File: src/rtl/ulpb_sleep_sched.sv
// Sleep-entry scheduler driving SLEEP_REQ of the ULPB sleep controller.
// Optional REQ-state timeout is compiled in by defining ULPB_SLEEP_TIMEOUT_EN.
module ulpb_sleep_sched #(
  parameter int NUM_REQ      = 4,
  parameter int CNT_W        = 8,
  parameter int GUARD_CYCLES = 8,
  parameter int IDLE_CYCLES  = 16,
  parameter int REQ_TIMEOUT  = 32
) (
  input  logic               CLKIN,
  input  logic               RESETn,
  input  logic [NUM_REQ-1:0] SLP_VOTE,
  input  logic               BUS_BUSY,
  input  logic               WAKE_REQ,
  input  logic               ISO_STAT,
  output logic               SLEEP_REQ,
  output logic [2:0]         SCHED_STATE,
  output logic [CNT_W-1:0]   SLEEP_CNT,
  output logic               TIMEOUT_ERR
);

  // RELEASE_ISO levels, matching IO_HOLD / IO_RELEASE in ulpb_def.v
  localparam logic IO_HOLD    = 1'b0;
  localparam logic IO_RELEASE = 1'b1;

  localparam logic [CNT_W-1:0] CNT_ZERO   = {CNT_W{1'b0}};
  localparam logic [CNT_W-1:0] CNT_ONE    = CNT_W'(1);
  localparam logic [CNT_W-1:0] CNT_ALL1   = {CNT_W{1'b1}};
  localparam logic [CNT_W-1:0] GUARD_LAST = CNT_W'(GUARD_CYCLES);
  localparam logic [CNT_W-1:0] IDLE_LAST  = CNT_W'(IDLE_CYCLES - 1);

  typedef enum logic [2:0] {
    ST_BOOT   = 3'd0,
    ST_GUARD  = 3'd1,
    ST_ARMED  = 3'd2,
    ST_REQ    = 3'd3,
    ST_ASLEEP = 3'd4
  } state_t;

  state_t           state_r;
  logic [CNT_W-1:0] cnt_r;
  logic             sleep_req_r;
  logic [CNT_W-1:0] sleep_cnt_r;
  logic             idle_ok_s;
  logic             iso_hold_s;
  logic             iso_release_s;
  logic [CNT_W-1:0] sleep_cnt_next_s;

  // Counters must be able to hold every threshold they are compared against
  if (NUM_REQ < 1 || IDLE_CYCLES < 1 || IDLE_CYCLES >= (1 << CNT_W) ||
      GUARD_CYCLES < 0 || GUARD_CYCLES >= (1 << CNT_W) ||
      REQ_TIMEOUT < 1 || REQ_TIMEOUT > (1 << CNT_W)) begin : g_param_check
    $error("ulpb_sleep_sched: parameter out of range");
  end

`ifdef ULPB_SLEEP_TIMEOUT_EN
  localparam logic [CNT_W-1:0] TO_LAST = CNT_W'(REQ_TIMEOUT - 1);
  logic timeout_err_r;
`endif

  // Idle qualification, isolation decode and saturating sleep count
  always_comb begin
    idle_ok_s     = (&SLP_VOTE) & ~BUS_BUSY & ~WAKE_REQ;
    iso_hold_s    = (ISO_STAT == IO_HOLD);
    iso_release_s = (ISO_STAT == IO_RELEASE);
    if (sleep_cnt_r == CNT_ALL1) begin
      sleep_cnt_next_s = sleep_cnt_r;
    end else begin
      sleep_cnt_next_s = sleep_cnt_r + CNT_ONE;
    end
  end

  // Scheduler FSM with registered outputs
  always_ff @(posedge CLKIN or negedge RESETn) begin
    if (!RESETn) begin
      state_r       <= ST_BOOT;
      cnt_r         <= CNT_ZERO;
      sleep_req_r   <= 1'b0;
      sleep_cnt_r   <= CNT_ZERO;
`ifdef ULPB_SLEEP_TIMEOUT_EN
      timeout_err_r <= 1'b0;
`endif
    end else begin
`ifdef ULPB_SLEEP_TIMEOUT_EN
      timeout_err_r <= 1'b0;
`endif
      case (state_r)
        ST_BOOT: begin
          sleep_req_r <= 1'b0;
          cnt_r       <= CNT_ZERO;
          if (iso_hold_s) begin
            state_r <= ST_ASLEEP;
          end else begin
            state_r <= ST_GUARD;
          end
        end

        ST_GUARD: begin
          sleep_req_r <= 1'b0;
          if (iso_hold_s) begin
            state_r <= ST_ASLEEP;
            cnt_r   <= CNT_ZERO;
          end else if (cnt_r >= GUARD_LAST) begin
            state_r <= ST_ARMED;
            cnt_r   <= CNT_ZERO;
          end else begin
            cnt_r <= cnt_r + CNT_ONE;
          end
        end

        // Any non-idle sample restarts the whole qualification window
        ST_ARMED: begin
          if (iso_hold_s) begin
            state_r     <= ST_ASLEEP;
            sleep_req_r <= 1'b0;
            cnt_r       <= CNT_ZERO;
          end else if (!idle_ok_s) begin
            sleep_req_r <= 1'b0;
            cnt_r       <= CNT_ZERO;
          end else if (cnt_r == IDLE_LAST) begin
            state_r     <= ST_REQ;
            sleep_req_r <= 1'b1;
            cnt_r       <= CNT_ZERO;
          end else begin
            sleep_req_r <= 1'b0;
            cnt_r       <= cnt_r + CNT_ONE;
          end
        end

        // Request is committed: activity no longer matters, only isolation
        ST_REQ: begin
          if (iso_hold_s) begin
            state_r     <= ST_ASLEEP;
            sleep_req_r <= 1'b0;
            sleep_cnt_r <= sleep_cnt_next_s;
            cnt_r       <= CNT_ZERO;
`ifdef ULPB_SLEEP_TIMEOUT_EN
          end else if (cnt_r == TO_LAST) begin
            state_r       <= ST_GUARD;
            sleep_req_r   <= 1'b0;
            timeout_err_r <= 1'b1;
            cnt_r         <= CNT_ZERO;
          end else begin
            sleep_req_r <= 1'b1;
            cnt_r       <= cnt_r + CNT_ONE;
          end
`else
          end else begin
            sleep_req_r <= 1'b1;
            cnt_r       <= CNT_ZERO;
          end
`endif
        end

        ST_ASLEEP: begin
          sleep_req_r <= 1'b0;
          cnt_r       <= CNT_ZERO;
          if (iso_release_s) begin
            state_r <= ST_GUARD;
          end else begin
            state_r <= ST_ASLEEP;
          end
        end

        default: begin
          state_r     <= ST_BOOT;
          sleep_req_r <= 1'b0;
          cnt_r       <= CNT_ZERO;
        end
      endcase
    end
  end

  assign SLEEP_REQ   = sleep_req_r;
  assign SCHED_STATE = state_r;
  assign SLEEP_CNT   = sleep_cnt_r;
`ifdef ULPB_SLEEP_TIMEOUT_EN
  assign TIMEOUT_ERR = timeout_err_r;
`else
  assign TIMEOUT_ERR = 1'b0;
`endif

endmodule

File: config.mk
export PLATFORM = sky130hd
export DESIGN_NAME = ulpb_sleep_sched
export DESIGN_NICKNAME = d
export VERILOG_FILES = /design/src/rtl/ulpb_sleep_sched.sv
export SDC_FILE = /design/constraint.sdc
export NUM_CORES = 1
export LEC_CHECK = 0
export CELL_PAD_IN_SITES_DETAIL_PLACEMENT = 0
export CELL_PAD_IN_SITES_GLOBAL_PLACEMENT = 1
export CORE_UTILIZATION = 37
export DETAILED_ROUTE_END_ITERATION = 12
export GPL_ROUTABILITY_DRIVEN = 1
export PLACE_DENSITY_LB_ADDON = 0.1
export SLEW_MARGIN = 20
export SYNTH_ARGS = -nofsm -noshare
export SYNTH_HDL_FRONTEND = slang
export SYNTH_SLANG_ARGS = --single-unit
File: constraint.sdc
create_clock -name CLKIN -period 2.2 [get_ports CLKIN]
set_clock_uncertainty 0.15 [all_clocks]
set_input_delay 0.33 -clock CLKIN [delete_from_list [all_inputs] [get_ports CLKIN]]
set_output_delay 0.33 -clock CLKIN [all_outputs]
set_load 0.05 [all_outputs]
==> results of run 1 <==
flip-flops by register name, summed over array words and instances, names as in the netlist:
signal and cells:
SLEEP_CNT 8, cnt_r 8, SCHED_STATE 3, SLEEP_REQ 1
layout by cell type (no fill, tap or decap), drive strengths merged:
| cell type | synthesis | final |
|---|---|---|
| nand2 | 4 | 4 |
| a21oi | 3 | 3 |
| inv | 4 | 4 |
| and4 | 1 | 1 |
| nand4bb | 1 | 1 |
| a211oi | 1 | 1 |
| a31o | 1 | 1 |
| clkbuf | 0 | 3 |
| xnor2 | 8 | 8 |
| nor3b | 2 | 2 |
| ha | 3 | 3 |
| nor4b | 1 | 1 |
| nor3 | 1 | 1 |
| nand3 | 6 | 6 |
| and3 | 2 | 2 |
| clkdlybuf4s50 | 0 | 19 |
| nor2 | 11 | 11 |
| nor2b | 2 | 2 |
| nor4 | 2 | 2 |
| or2 | 2 | 2 |
| o211a | 1 | 1 |
| o221ai | 1 | 1 |
| mux2 | 1 | 1 |
| conb | 1 | 1 |
| dfrtp | 20 | 20 |
| xor2 | 4 | 4 |
| dlymetal6s2s | 0 | 1 |
| or4 | 1 | 1 |
| o21a | 1 | 1 |
| o21ai | 2 | 2 |
| buf | 1 | 1 |
| nand4 | 1 | 1 |
routing by layer:
layer | track usage [%] | vias up | share of wire [%]
li1 | - | 352 | -
met1 | 17.94 | 324 | 51
met2 | 20.63 | 13 | 43
met3 | 6.034 | 5 | 4.6
met4 | 5.263 | 0 | 1.7
met5 | 0 | - | 0
cell type report:
cell class	count	share of cell area [%]
inverters	4	1.216
multi-input cells	64	36.37
well taps	30	3.040
clock buffers	3	1.824
repair buffers	21	17.02
flip-flops and latches	20	40.53
metrics by stage:
step                power, mW  utilization (%)  setup WS, ps  cells
floorplan              0.4136                -         222.5     89
global placement       0.4443            48.84         169.6    139
detailed placement     0.4449            48.84         135.5    139
CTS                    0.6178            49.75         31.81    142
global route           0.6333            49.85         19.11    142
finish                 0.6009            49.85         102.5    142
logic make-up (layout without fill, tap and decap cells):
family,Yosys count,after routing
adder cells (fa/ha/maj),3,3
flip-flops,20,20
AO/OA/AOI/OAI,10,10
AND/OR/NAND/NOR,37,37
other,1,1
buffers and inverters,5,28
XOR/XNOR,12,12
multiplexers,1,1
where the power goes:
group,total (mW),leakage (nW),switching [mW],internal (mW)
Clock,0.164,0.0138,0.101,0.0637
Sequential,0.377,0.275,0.00562,0.371
Combinational,0.0596,0.264,0.0322,0.0274
worst min-delay path by stage:
stage | startpoint | end | cells past startpoint
after floorplan | RESETn | SCHED_STATE[0] | 0
after global placement | cnt_r[0] | cnt_r[0] | 1
after detailed placement | cnt_r[0] | cnt_r[0] | 1
after CTS | RESETn | SLEEP_REQ | 2
after global routing | RESETn | SLEEP_REQ | 2
final | RESETn | SLEEP_REQ | 2
==> results.tsv, run 1 <==
metric	value	unit
crit_chain	clkdlybuf4s50_1	
grt_pass1_vias	630	
ctsHoldBuffers	0	
dieArea	2837	µm²
layout_min_cycle_time	2098	ps
rr_endpoint	cnt_r[6]	
setup_violations	0	
core_area	2477	µm²
cp_max_fo	8	
cts_buffers	3	
fin_area	1235	µm²
status	complete, no violations	
worstRegToRegCells	4	
cts_tree	built	
cts_num_sinks	20	
crit_start	SCHED_STATE[0]	
syn_to_final_growth	27.03	%
ys.flop_type	dfrtp_1	
path_depth	1	
yosysMostFrequentCell	dfrtp_1	
synth_common_cells	dfrtp_1, nor2_1, xnor2_1	
grt_start_max_net_pins	21	
ys_warn_count	0	
irDropWorstVdd	0.3504	mV
reg2reg_slack	380	ps
synth-edff-count	0	
insertion_delay	290	ps
drt_iter0_markers	6	
fillCellCount	243	
powerDensity	486.6	nW/µm²
worst_slew_margin_rel	66.69	%
wl_per_cell	11.85	µm
finalNetCount	126	
placed_area	1210	µm²
synth_cells	89	
port_buffers	20	
grt_setup_unrepaired	false	
path_buf_inv	1	
num_io_pins	22	
slew_viol_final	0	
antenna_left	0	
regArea	500.5	µm²
finalSetupTns	0	ps
synth_nets	101	
initial_core_util	39.24	%
place_congestion	0.7171	
root_buffer	clkbuf_4	
finalHoldViolations	0	
cts_max_level	1	
drive_above_1_share	8.929	%
die_h	53.26	µm
min_period_over_period	95.34	%
arrival	1620	ps
synthAdderAreaFrac	3.861	%
post-dp-hpwl	1.240	mm
n_antenna_cell	0	
critPathCaptureType	output port	
grt_pass1_wl	2.753	mm
yosys.area_share.xor_xnor	10.81	%
drcViolationCount	0	
std_cell_rows	18	
antenna_found_initial	0	
synth_compound_area_share	7.593	%
cts.clk_slew.worst_paths	100	ps
fmax	476.8	MHz
critPathTopFamily	buffers and inverters	
ys_top_cells_by_area	dfrtp_1, xnor2_1, nor2_1	
synth_top_area_share	51.48	%
whs	217.0	ps
crit_slowest_cell	clkdlybuf4s50_1	
crit_type	reg2out	
grt_overflow_total	0	
synth-seq-cells	20	
grt_util_all_layers	14.03	%
async_flop_share	100.0	%
dr.pass1.iters	4	
vias	694	
synth_simple_gate_area_share	22.39	%
die_w	53.26	µm
post_cts_buffers	0	
yosysUniqueCellTypes	30	
synth_area	972.2	µm²
synth_top_cell_by_area	dfrtp_1	
synth.avg_cell_area	10.92	µm²
drv_cap	0	
hp-class	in2async	
synth_top_family_by_area	simple AND/OR/NAND/NOR gates	
cp-start-kind	flop	
multiInputGateArea	449.2	µm²
worstMarginPinSlew	498.8	ps
p_leak	0.5531	nW
endpoint	SCHED_STATE[0]	
max_stage_delay	850	ps
postRouteWirelength	1.682	mm
ctsResizeCount	0	
cts_buffer_depth	2	
routed_via_density	4.887	
seq_area_frac_synth	51.48	%
synth.area.mux_share	1.158	%
crit_required	1720	ps
rr_startpoint	cnt_r[6]	
(Power assumes the default switching activity.)
==> run 2: changes to the inputs <==
Settings changed: SLEW_MARGIN 20 to 5.
Clock period 2.2 ns to 2 ns, I/O delays scaled along.
==> results.tsv, run 2 (synthesis results as in run 1) <==
metric	value	unit	change
vias	715		+3.0%
p_leak	0.6127	nW	+11%
cts_max_level	1		unchanged
arrival	1440	ps	-180 ps
critPathCaptureType	output port		
grt_setup_unrepaired	false		
grt_util_all_layers	14.04	%	+0.017 points
wl_per_cell	11.68	µm	-1.4%
crit_required	1550	ps	-170 ps
die_h	53.26	µm	unchanged
cts_num_sinks	20		unchanged
std_cell_rows	18		unchanged
initial_core_util	39.24	%	unchanged
antenna_left	0		unchanged
path_depth	1		unchanged
finalSetupTns	0	ps	unchanged
port_buffers	20		unchanged
worstRegToRegCells	4		unchanged
crit_chain	clkdlybuf4s50_1		
slew_viol_final	0		unchanged
drt_iter0_markers	8		+2
place_congestion	0.7133		-0.53%
critPathTopFamily	buffers and inverters		
grt_overflow_total	0		unchanged
die_w	53.26	µm	unchanged
layout.cells.most_common	dfrtp_1		
routed_via_density	4.864		-0.48%
drv_cap	0		unchanged
cts_buffers	3		unchanged
path_buf_inv	1		unchanged
final_cell_mix	dfrtp_1, buf_4, nor2_1		
powerDensity	571.2	nW/µm²	+17%
min_period_over_period	94.73	%	
ctsHoldBuffers	0		unchanged
cts.clk_slew.worst_paths	120	ps	+20 ps
stdcell_count	147		+3.5%
dpl.cell_count	143		+2.9%
grt_pass1_vias	620		-1.6%
dr.pass1.iters	4		unchanged
postRouteWirelength	1.717	mm	+2.1%
hp-class	in2async		
irDropWorstVdd	0.4107	mV	+17%
num_io_pins	22		unchanged
core_area	2477	µm²	unchanged
root_buffer	clkbuf_4		
grt_pass1_wl	2.718	mm	-1.3%
crit_slowest_cell	clkdlybuf4s50_1		
cts_tree	built		
post-dp-hpwl	1.225	mm	-1.2%
grt_start_max_net_pins	21		unchanged
finalHoldViolations	0		unchanged
cts_buffer_depth	2		unchanged
drcViolationCount	0		unchanged
n_antenna_cell	0		unchanged
layout_min_cycle_time	1895	ps	
syn_to_final_growth	29.60	%	
insertion_delay	300	ps	about the same
fmax	527.8	MHz	
cp-start-kind	flop		
cp_max_fo	1		-7
antenna_found_initial	0		unchanged
max_stage_delay	790	ps	-60 ps
crit_type	reg2out		
drive_above_1_share	19.66	%	+11 points
setup_violations	0		unchanged
finalNetCount	130		+3.2%
dieArea	2837	µm²	unchanged
status	complete, no violations		
run 2: cell types whose count changed in the layout (fill, tap and decap cells not counted), sizes merged:
cell           delta
dlygate4sd2       +1
clkbuf            +1
buf              +12
clkdlybuf4s50    -10
dlymetal6s2s      +1
run 2: layout make-up:
type                            instances  area [µm²]
Clock buffer                            4       36.28
Fill cell                             244        1217
Inverter                                4       15.01
Multi-Input combinational cell         64       449.2
Sequential cell                        20       500.5
Tap cell                               30       37.54
Timing Repair Buffer                   25       221.5
run 2: worst paths after layout:
path | start | end | slack [ps]
worst max-delay path | SLEEP_REQ | SLEEP_REQ | 110
worst min-delay path | RESETn | SLEEP_CNT[4] | 180
worst max register to register | cnt_r[6] | cnt_r[6] | 160
worst min register to register | cnt_r[0] | cnt_r[0] | 340
max in group asynchronous | RESETn | cnt_r[7] | 1310
min in group CLKIN | cnt_r[0] | cnt_r[0] | 340
run 2: power breakdown:
part,internal (mW),switching (mW)
Combinational,0.0305,0.0359
Clock,0.111,0.127
Sequential,0.409,0.00623
run 2: stage by stage:
stage / instance area, µm² / setup slack [ps] / util (%) / hold WS [ps] / total power, mW
2_1_floorplan: 972.2 / 22.49 / - / -145.6 / 0.4550
3_3_place_gp: 1220 / 88.57 / 49.24 / 321.8 / 0.4899
3_5_place_dp: 1220 / 81.65 / 49.24 / 326.5 / 0.4901
4_1_cts: 1255 / 2.823 / 50.66 / 178.0 / 0.7337
5_1_grt: 1260 / 62.70 / 50.86 / 203.5 / 0.7527
6_report: 1260 / 105.5 / 50.86 / 176.2 / 0.7197
run 2: what timing repair did:
item                       4_1_cts  5_1_grt
setup endpoints to repair        1        2
pin swaps                        0        0
resized for setup                1        2
buffers inserted                 0        0
run 2: layer usage:
| layer | vias to the layer above | GRT usage (%) | wire (µm) |
|---|---|---|---|
| met5 | - | 0 | 0 |
| li1 | 365 | - | - |
| met3 | 5 | 3.448 | 72 |
| met4 | 0 | 7.895 | 36 |
| met1 | 328 | 17.29 | 859 |
| met2 | 17 | 22.08 | 748 |
